`config.mk`:
```
export PLATFORM = sky130hd
export DESIGN_NAME = keypad_entry
export DESIGN_NICKNAME = d
export VERILOG_FILES = /design/src/rtl/keypad_entry_pkg.sv /design/src/rtl/keypad_entry_sync2.sv /design/src/rtl/keypad_entry.sv
export SDC_FILE = /design/constraint.sdc
export NUM_CORES = 1
export LEC_CHECK = 0
export CORE_AREA = 3 3 86 55
export CTS_BUF_LIST = sky130_fd_sc_hd__clkbuf_4 sky130_fd_sc_hd__clkbuf_8
export DETAILED_ROUTE_END_ITERATION = 8
export DIE_AREA = 0 0 89 58
export PLACE_DENSITY_LB_ADDON = 0.08
export SYNTH_ARGS = -nofsm -noshare
export SYNTH_HDL_FRONTEND = slang
export SYNTH_HIERARCHICAL = 1
export SYNTH_SLANG_ARGS = --single-unit
```
`constraint.sdc`:
```
create_clock -name clk -period 2.6 [get_ports clk]
set_input_delay 0.78 -clock clk [delete_from_list [all_inputs] [get_ports clk]]
set_output_delay 0.78 -clock clk [all_outputs]
set_load 0.05 [all_outputs]
```
`src/rtl/keypad_entry_pkg.sv`:
```
// Shared types and constants for the microwave keypad time-entry block.
// Holds the FSM state enum, BCD digit type and key helper functions.
package keypad_entry_pkg;

  localparam int KEY_W        = 10;
  localparam int MAX_SEC_TENS = 5;

  typedef logic [3:0] bcd_t;

  typedef enum logic [1:0] {
    IDLE     = 2'd0,
    DEBOUNCE = 2'd1,
    HELD     = 2'd2
  } kp_state_t;

  function automatic logic is_onehot(input logic [KEY_W-1:0] k);
    return (k != '0) && ((k & (k - KEY_W'(1))) == '0);
  endfunction

  // Only meaningful for a one-hot vector; returns the digit of the set bit.
  function automatic bcd_t key_index(input logic [KEY_W-1:0] k);
    bcd_t idx;
    idx = '0;
    for (int i = 0; i < KEY_W; i++) begin
      if (k[i]) idx = bcd_t'(i);
    end
    return idx;
  endfunction

endpackage

```
`src/rtl/keypad_entry_sync2.sv`:
```
// Two-flop synchronizer with asynchronous active-low clear.
module sync2 #(
  parameter int WIDTH = 1
) (
  input  logic             clk,
  input  logic             clrn,
  input  logic [WIDTH-1:0] d,
  output logic [WIDTH-1:0] q
);

  logic [WIDTH-1:0] meta;

  always_ff @(posedge clk or negedge clrn) begin
    if (!clrn) begin
      meta <= '0;
      q    <= '0;
    end else begin
      meta <= d;
      q    <= meta;
    end
  end

endmodule

```
`src/rtl/keypad_entry.sv`:
```
// Debounced keypad entry: shifts accepted digits into a min:ss BCD register
// and pulses load_strobe for the downstream cooking timer.
module keypad_entry
  import keypad_entry_pkg::*;
#(
  parameter int DEBOUNCE_CYCLES = 4
) (
  input  logic             clk,
  input  logic             clrn,
  input  logic [KEY_W-1:0] keypad,
  input  logic             cooking,
  input  logic             clear_entry,
  output logic [3:0]       sec_ones,
  output logic [3:0]       sec_tens,
  output logic [3:0]       min,
  output logic             load_strobe,
  output logic             entry_valid
);

  logic [KEY_W-1:0] kp_s;
  logic [KEY_W-1:0] key_lat;
  logic [3:0]       deb_cnt;
  kp_state_t        state;

  sync2 #(.WIDTH(KEY_W)) u_sync (
    .clk  (clk),
    .clrn (clrn),
    .d    (keypad),
    .q    (kp_s)
  );

  always_ff @(posedge clk or negedge clrn) begin
    if (!clrn) begin
      state       <= IDLE;
      deb_cnt     <= '0;
      key_lat     <= '0;
      sec_ones    <= '0;
      sec_tens    <= '0;
      min         <= '0;
      load_strobe <= 1'b0;
    end else begin
      load_strobe <= 1'b0;
      if (clear_entry) begin
        // Clear wins over cooking lock and over a same-edge accept.
        sec_ones    <= '0;
        sec_tens    <= '0;
        min         <= '0;
        load_strobe <= 1'b1;
        state       <= IDLE;
      end else if (cooking) begin
        state <= IDLE;
      end else begin
        case (state)
          IDLE: begin
            if (is_onehot(kp_s)) begin
              state   <= DEBOUNCE;
              key_lat <= kp_s;
              deb_cnt <= 4'd1;
            end
          end
          DEBOUNCE: begin
            if (kp_s != key_lat) begin
              state <= IDLE;
            end else if (deb_cnt == 4'(DEBOUNCE_CYCLES - 1)) begin
              min         <= sec_tens;
              sec_tens    <= sec_ones;
              sec_ones    <= key_index(key_lat);
              load_strobe <= 1'b1;
              state       <= HELD;
            end else begin
              deb_cnt <= deb_cnt + 4'd1;
            end
          end
          HELD: begin
            // No auto-repeat: wait for a full release before re-arming.
            if (kp_s == '0) state <= IDLE;
          end
          default: state <= IDLE;
        endcase
      end
    end
  end

  assign entry_valid = (sec_tens <= bcd_t'(MAX_SEC_TENS)) &&
                       !((min == '0) && (sec_tens == '0) && (sec_ones == '0));

endmodule

```
==> impl_metrics.yaml, run 1 <==
power:
  p_per_area_mw_per_mm2: 603
  ir_drop_v: 0.000396
  leakagePower_nw: 1.18
place:
  dp_hpwl_um: 3030
  place_congestion: 0.878
  numPortBuffers: 27
floorplan:
  initial_utilization: 0.492
  dieWidth_um: 89
  die_h_um: 58
  io_pins: 28
  dieArea_mm2: 0.00516
  design.core.area_mm2: 0.00403
  rows: 18
setup_path:
  end_kind: "flop"
  cp_data_arrival_time_ns: 2.82
  critPathKind: "reg -> reg"
  critPathMaxFanout: 5
  required_ns: 2.80
  startpoint_type: "flop"
synthesis:
  ys_top_cells_by_count: "49 x dfrtp_1, 12 x a22o_1, 10 x nand2_1, 10 x nor2_1, 8 x xor2_1"
  yosysMostFrequentCell: "dfrtp_1"
  synth_edf_count: 0
  ys_ff_latch: 49
  ys_seq_area_frac: 0.618
  async_reset_ff_frac: 1.00
  yosysTopAreaCell: "dfrtp_1"
  synthTopCellsByArea: "dfrtp_1 62%, a22o_1 5.3%, xor2_1 3.5%, mux2_1 2.8%, nor4_1 2.2%"
  netlist_instances: 156
  synth_top_area_frac: 0.618
  synth_area_mm2: 0.00198
  synthFlopType: "dfrtp_1"
  yosys_warnings: 6
  syn_area_per_cell_um2: 12.7
  synthesis.nets: 171
  yosysUniqueCellTypes: 36
timing:
  maxSlewHeadroom: 0.435
  fin_ws_ns: -0.0205
  hold_viol_final: 0
  rsz0062_at_grt: "yes"
  clock_skew_ns: 0.00674
  period_needed_ns: 2.62
  setup_viol: 4
  slew_violations: 0
  fin_tns_setup_ns: -0.0613
  clock.fmax_ghz: 0.382
  min_period_over_period: 1.01
  worst_slew_pin_slew_ns: 0.845
final_layout:
  regArea_mm2: 0.00123
  layout.nets: 217
  multi_input_area_um2: 763
  area_growth_syn_to_layout_pct: 30.2
  drive_gt1_frac: 0.187
  post-route-util: 0.640
  antenna_cells: 0
  n_fill_cell: 303
flow_run:
  cap_violations: 0
clocking:
  cts_made_buffers: 5
  htree_levels: 2
  clkLatencyLatePin_ns: 0.31
  clkSinkCount: 49
  clock_path_buffers: 2
  cts_root_buf: "clkbuf_8"
  holdBufCountCts: 0
  clk_pin_slew_ns: 0.10
  cts_tree: "built"
route:
  first_pass_iters: 4
  vias_per_cell: 5.63
  detail-route-antenna-nets: 0
  drc: 0
  avgRoutedWirePerCell_um: 17.0
  via_count: 1424
  drtIter0Drc: 46
  routed_wirelength_um: 4290
run_status:
  status: "finished with violations"
  violations: "negative setup slack"
global_routing:
  grt_max_degree: 27
  grt_pass1_wl_um: 6870
  antenna_found_initial: 0
  grtUsageTotal: 0.179
  overflow: 0
  grt_pass1_vias: 1422
hold_path:
  hold_class: "reg -> reg"
[path summary, 6_finish.rpt]
| path | startpoint | endpoint | slack [ns] | depth (start not counted) |
|---|---|---|---|---|
| min in group asynchronous | clrn | state[0]$_DFFE_PN0P_ | 0.45 | 1 |
| min reg2reg | u_sync/meta[4]$_DFF_PN0_ | u_sync/q[4]$_DFF_PN0_ | 0.36 | 0 |
| max in group asynchronous | clrn | u_sync/q[5]$_DFF_PN0_ | 1.62 | 2 |
| max reg2reg | u_sync/q[0]$_DFF_PN0_ | key_lat[4]$_DFFE_PN0P_ | -0.02 | 6 |
| max | u_sync/q[0]$_DFF_PN0_ | key_lat[4]$_DFFE_PN0P_ | -0.02 | 6 |
| min | u_sync/meta[4]$_DFF_PN0_ | u_sync/q[4]$_DFF_PN0_ | 0.36 | 0 |
[logic make-up (layout without fill, tap and decap cells)]
kind of cell               count (synthesis)  in the layout  synth area share
and+or+nand+nor                           43             43             0.120
adders and majority gates                  3              3            0.0170
xor gates and xnor gates                  10             10            0.0442
AOI/OAI and AO/OA                         33             33             0.126
muxes                                     10             10            0.0555
buffers and inverters                      8             55            0.0189
DFF                                       49             49             0.618
[critical path, stage by stage, from the launching register on]
cell and delay (ns):
dfrtp_1 0.41, or4_4 0.54, or3_4 0.34, maj3_2 0.34, nor4b_4 0.35, buf_4 0.22
mux2_4 0.31
[through the flow]
step,cell area [um2],worst slack [ns],hold slack [ns],cells,power [mW]
6_report,2580,-0.0205,0.356,253,1.56
5_1_grt,2580,-0.0672,0.366,253,1.62
4_1_cts,2530,-0.00232,0.359,252,1.55
3_5_place_dp,2410,-0.0719,0.337,244,0.987
3_3_place_gp,2410,-0.00525,0.335,244,0.981
2_1_floorplan,1990,0.0340,0.331,156,0.910
[state kept, by name, summed over array words and instances (netlist names)]
register     count
deb_cnt          4
key_lat         10
load_strobe      1
min              4
sec_ones         4
sec_tens         4
state            2
u_sync/meta     10
u_sync/q        10
[cell type report]
type,count,share of cell area
clock buffers,5,0.0267
multi-input cells,99,0.296
repair buffers,42,0.152
clock inverters,3,0.0194
well taps,50,0.0242
flip-flops and latches,49,0.475
inverters,5,0.00727
[placed cells by master, fill, tap and decap left out, types with 2 or more instances in the layout]
master,instances
a211o_1,2
a211oi_1,2
a21oi_1,4
a22o_1,12
a32o_1,2
buf_4,14
clkbuf_8,5
clkdlybuf4s50_1,25
dfrtp_1,49
inv_1,5
mux2_4,8
mux2i_1,2
nand2_1,10
nand2b_1,2
nor2_1,10
nor3_1,3
nor4_1,7
o21ai_0,2
o21ai_1,2
o21bai_1,3
or3_1,3
xnor2_1,2
xor2_1,8
[timing repair]
item	4_1_cts	5_1_grt
endpoints found under the setup margin	1	8
gates resized for setup	1	10
buffers inserted	0	1
cloned	0	0
pin swaps	0	2
[power by group]
group          total (mW)  switching (mW)  internal [mW]
combinational       0.152          0.0737         0.0785
sequential          0.834          0.0365          0.798
clock               0.570           0.275          0.295
total                1.56           0.385           1.17
[routing by layer]
| metal | up-vias | GRT usage | part of all wire |
|---|---|---|---|
| met4 | 0 | 0.0594 | 0.012 |
| met5 | - | 0 | 0 |
| li1 | 663 | - | - |
| met3 | 6 | 0.0483 | 0.049 |
| met1 | 707 | 0.259 | 0.48 |
| met2 | 48 | 0.265 | 0.46 |
Power figures use the tool's default switching activity.
==> inputs of run 2 (changes only) <==
- GPL_ROUTABILITY_DRIVEN: default -> 1
- clock period: 2.6 -> 3.05 ns (I/O delays scaled with it)
==> impl_metrics.yaml, run 2 (synthesized netlist as in run 1, its figures left out) <==
run_status:
  status: "completed"
power:
  total_power_mw: 1.21
  ir_drop_v: 0.000308
  p_per_area_mw_per_mm2: 496
  leakagePower_nw: 1.12
timing:
  rsz0062_at_grt: "no"
  min_period_over_period: 0.865
  maxSlewHeadroom: 0.399
  clock_skew_ns: 0.0138
  clock.fmax_ghz: 0.379
  hold_slack_ns: 0.352
  setup_viol: 0
  worst_slew_pin_slew_ns: 0.899
  slew_violations: 0
  fin_tns_setup_ns: 0
  period_needed_ns: 2.64
  hold_viol_final: 0
place:
  place_congestion: 0.886
  dp_hpwl_um: 2890
  dp_cells: 235
  numPortBuffers: 27
clocking:
  clock_path_buffers: 2
  clkLatencyLatePin_ns: 0.30
  clkSinkCount: 49
  cts_tree: "built"
  cts_root_buf: "clkbuf_8"
  clk_pin_slew_ns: 0.09
  htree_levels: 2
  cts_made_buffers: 5
  holdBufCountCts: 0
hold_path:
  hold_class: "reg -> reg"
setup_path:
  critPathCapture: "key_lat[8]$_DFFE_PN0P_"
  critPathKind: "reg -> reg"
  end_kind: "flop"
  crit_path_cell_trace: "or4_1 -> or3_1 -> maj3_2 -> nor4b_4 -> buf_12 -> mux2_2"
  startpoint_type: "flop"
  slowest_delay_ns: 0.56
  cp_data_arrival_time_ns: 2.82
  critPathLaunch: "u_sync/q[0]$_DFF_PN0_"
  r2r_setup_slack_ns: 0.41
  critPathMaxFanout: 13
  cp_slowest_cell: "or4_1"
  rr_worst_depth: 6
  reg2reg_from: "u_sync/q[0]$_DFF_PN0_"
  required_ns: 3.23
  reg2reg_to: "key_lat[8]$_DFFE_PN0P_"
floorplan:
  rows: 18
  io_pins: 28
  die_h_um: 58
  dieArea_mm2: 0.00516
  initial_utilization: 0.492
  dieWidth_um: 89
  design.core.area_mm2: 0.00403
route:
  drtIter0Drc: 83
  via_count: 1372
  first_pass_iters: 4
  drc: 0
  vias_per_cell: 5.65
  detail-route-antenna-nets: 0
  routed_wirelength_um: 3950
  avgRoutedWirePerCell_um: 16.2
final_layout:
  mostFrequentLayoutCells: "49 x dfrtp_1, 25 x clkdlybuf4s50_1, 12 x a22o_1"
  fin_cells: 243
  multi_input_area_um2: 719
  area_growth_syn_to_layout_pct: 23.2
  n_fill_cell: 323
  regArea_mm2: 0.00123
  layout.nets: 207
  drive_gt1_frac: 0.0984
  reg.largest.list: "key_lat x10, u_sync/meta x10, u_sync/q x10"
  final_common_cell: "dfrtp_1"
  antenna_cells: 0
global_routing:
  grtUsageTotal: 0.177
  overflow: 0
  grt_max_degree: 29
  grt_pass1_wl_um: 6870
  grt_pass1_vias: 1414
  antenna_found_initial: 0
flow_run:
  cap_violations: 0
-- run 2: worst max-delay path, delay by kind of cell, from the launching register on --
kind          cells  cell delay [ns]
simple gates      3             1.24
flops             1             0.43
fa+ha+maj         1             0.35
mux               1             0.33
buf+inv           1             0.18
-- run 2: per-layer routing --
metal  part of all wire  global-route usage  vias up
met2               0.43               0.247       38
met1               0.51               0.261      683
met3              0.049              0.0511        7
met4              0.014              0.0679        0
li1                   -                   -      644
met5                  0                   0        -
-- run 2: how the worst min path moves through the flow --
stage	start	endpoint	cells past startpoint
6_report	u_sync/meta[1]$_DFF_PN0_	u_sync/q[1]$_DFF_PN0_	0
3_3_place_gp	u_sync/meta[5]$_DFF_PN0_	u_sync/q[5]$_DFF_PN0_	0
4_1_cts	u_sync/meta[8]$_DFF_PN0_	u_sync/q[8]$_DFF_PN0_	0
2_1_floorplan	u_sync/meta[0]$_DFF_PN0_	u_sync/q[0]$_DFF_PN0_	0
3_5_place_dp	u_sync/meta[6]$_DFF_PN0_	u_sync/q[6]$_DFF_PN0_	0
5_1_grt	u_sync/meta[8]$_DFF_PN0_	u_sync/q[8]$_DFF_PN0_	0
-- run 2: area by class of cell --
type | count | area share
clock buffers | 6 | 0.0338
clock inverters | 2 | 0.00666
inverters | 5 | 0.00768
multi-input cells | 99 | 0.294
flip-flops and latches | 49 | 0.502
well taps | 50 | 0.0256
repair buffers | 32 | 0.130
-- run 2: repair_timing --
action,in CTS,in global routing
setup endpoints to repair,0,1
setup buffers,0,0
resized for setup,0,1
-- run 2: power breakdown --
group | switching, mW | leakage (nW) | internal [mW]
sequential | 0.0333 | 0.625 | 0.680
combinational | 0.0523 | 0.445 | 0.0506
clock | 0.210 | 0.0478 | 0.187
total | 0.295 | 1.12 | 0.917
-- run 2: through the flow --
stage,worst slack [ns],utilization,area [um2]
after global placement,0.201,0.581,2340
after detailed placement,0.119,0.581,2340
after floorplan,0.0531,-,1980
final,0.411,0.606,2440
after CTS,0.0407,0.606,2440
after global routing,0.252,0.606,2440
==> inputs of run 3 (changes only) <==
- GPL_TIMING_DRIVEN: default -> 0
==> impl_metrics.yaml, run 3 (synthesized netlist as in run 1, its figures left out) <==
route:
  drc: 0
  via_count: 1354
  avgRoutedWirePerCell_um: 15.9
  first_pass_iters: 4
  vias_per_cell: 5.60
  drtIter0Drc: 43
  routed_wirelength_um: 3840
  detail-route-antenna-nets: 0
global_routing:
  overflow: 0
  grt_pass1_vias: 1430
  grtUsageTotal: 0.174
  grt_pass1_wl_um: 6800
  grt_max_degree: 35
  antenna_found_initial: 0
timing:
  hold_viol_final: 0
  min_period_over_period: 0.905
  worst_slew_pin_slew_ns: 0.779
  clock.fmax_ghz: 0.362
  fin_ws_ns: 0.289
  maxSlewHeadroom: 0.479
  hold_slack_ns: 0.353
  setup_viol: 0
  period_needed_ns: 2.76
  rsz0062_at_grt: "no"
  clock_skew_ns: 0.00680
  slew_violations: 0
final_layout:
  multi_input_area_um2: 719
  area_growth_syn_to_layout_pct: 22.7
  regArea_mm2: 0.00123
  final_common_cell: "dfrtp_1"
  n_fill_cell: 324
  antenna_cells: 0
  layout.nets: 206
  reg.largest.list: "key_lat x10, u_sync/meta x10, u_sync/q x10"
  mostFrequentLayoutCells: "49 x dfrtp_1, 25 x clkdlybuf4s50_1, 12 x a22o_1"
  drive_gt1_frac: 0.0833
place:
  pre_cts_ws_ns: -0.0261
  place_congestion: 0.869
  numPortBuffers: 27
  dp_hpwl_um: 2940
clocking:
  clkSinkCount: 49
  cts_root_buf: "clkbuf_8"
  cts_tree: "built"
  clock_path_buffers: 2
  clk_pin_slew_ns: 0.09
  cts_made_buffers: 5
  clkLatencyLatePin_ns: 0.30
  htree_levels: 2
  holdBufCountCts: 0
floorplan:
  design.core.area_mm2: 0.00403
  die_h_um: 58
  io_pins: 28
  dieWidth_um: 89
  dieArea_mm2: 0.00516
  rows: 18
  initial_utilization: 0.492
setup_path:
  critPathKind: "reg -> reg"
  startpoint_type: "flop"
  crit_family: "simple AND/OR/NAND/NOR gates"
  reg2reg_from: "u_sync/q[0]$_DFF_PN0_"
  cp_slowest_cell: "or4_1"
  crit_path_cell_trace: "or4_1 -> or3_1 -> maj3_2 -> nor4b_4 -> buf_6 -> mux2_1"
  critPathLaunch: "u_sync/q[0]$_DFF_PN0_"
  cp_data_arrival_time_ns: 2.95
  slowest_delay_ns: 0.55
  crit_buf_inv: 1
  critPathMaxFanout: 10
  r2r_setup_slack_ns: 0.29
  required_ns: 3.24
  end_kind: "flop"
hold_path:
  hold_path_startpoint: "u_sync/meta[8]$_DFF_PN0_"
  hold_class: "reg -> reg"
power:
  leakagePower_nw: 1.11
  internal_power_mw: 0.920
  p_clk_frac: 0.328
  p_comb_frac: 0.087
  ir_drop_v: 0.000436
  power_frac_seq: 0.585
  power.switching_mw: 0.298
  swShare: 0.244
  p_per_area_mw_per_mm2: 500
flow_run:
  cap_violations: 0
run_status:
  status: "completed"
## run 3: repair_timing
action	4_1_cts	5_1_grt
setup buffers	0	0
gates resized for setup	0	1
hold endpoints to repair	0	0
setup endpoints to repair	0	1
## run 3: worst register-to-register path, delay by kind of cell (launching register included)
kind / cells / cell delay, ns
flip-flops: 1 / 0.43
buffers and inverters: 1 / 0.21
AND/OR/NAND/NOR: 3 / 1.32
multiplexers: 1 / 0.33
adder cells (fa/ha/maj): 1 / 0.35
## run 3: power groups by stage
stage	clock (mW)	sequential (mW)	combinational, mW
floorplan	0	0.718	0.0579
global placement	0	0.724	0.101
detailed placement	0	0.725	0.107
CTS	0.415	0.712	0.108
global route	0.447	0.718	0.119
finish	0.399	0.712	0.106
## run 3: area by class of cell
cell class	instances	share of cell area
clock buffers	6	0.0339
plain buffers	3	0.00771
clock inverters	2	0.00720
inverters	5	0.00771
repair buffers	28	0.118
multi-input cells	99	0.296
flip-flops and latches	49	0.504
well taps	50	0.0257
## run 3: per-stage QoR
| stage | util | instances | TNS (ns) | power [mW] | cell area (um2) |
|---|---|---|---|---|---|
| floorplan | - | 156 | 0 | 0.776 | 1980 |
| global placement | 0.574 | 233 | -9.82 | 0.825 | 2320 |
| detailed placement | 0.578 | 234 | -0.0575 | 0.832 | 2330 |
| CTS | 0.603 | 242 | 0 | 1.23 | 2430 |
| global route | 0.604 | 242 | 0 | 1.28 | 2430 |
| finish | 0.604 | 242 | 0 | 1.22 | 2430 |
## run 3: final timing paths
path / cells past startpoint / end
max in group asynchronous: 2 / key_lat[5]$_DFFE_PN0P_
worst max register to register: 6 / key_lat[4]$_DFFE_PN0P_
worst min-delay path: 0 / u_sync/q[8]$_DFF_PN0_
worst max-delay path: 6 / key_lat[4]$_DFFE_PN0P_
worst min register to register: 0 / u_sync/q[8]$_DFF_PN0_
min in group asynchronous: 1 / key_lat[4]$_DFFE_PN0P_
## run 3: routing by layer
metal,share of wire,vias to the layer above,track usage
li1,-,638,-
met1,0.48,679,0.255
met2,0.46,35,0.260
met3,0.050,2,0.0483
met4,0.0026,0,0.0425
met5,0,-,0
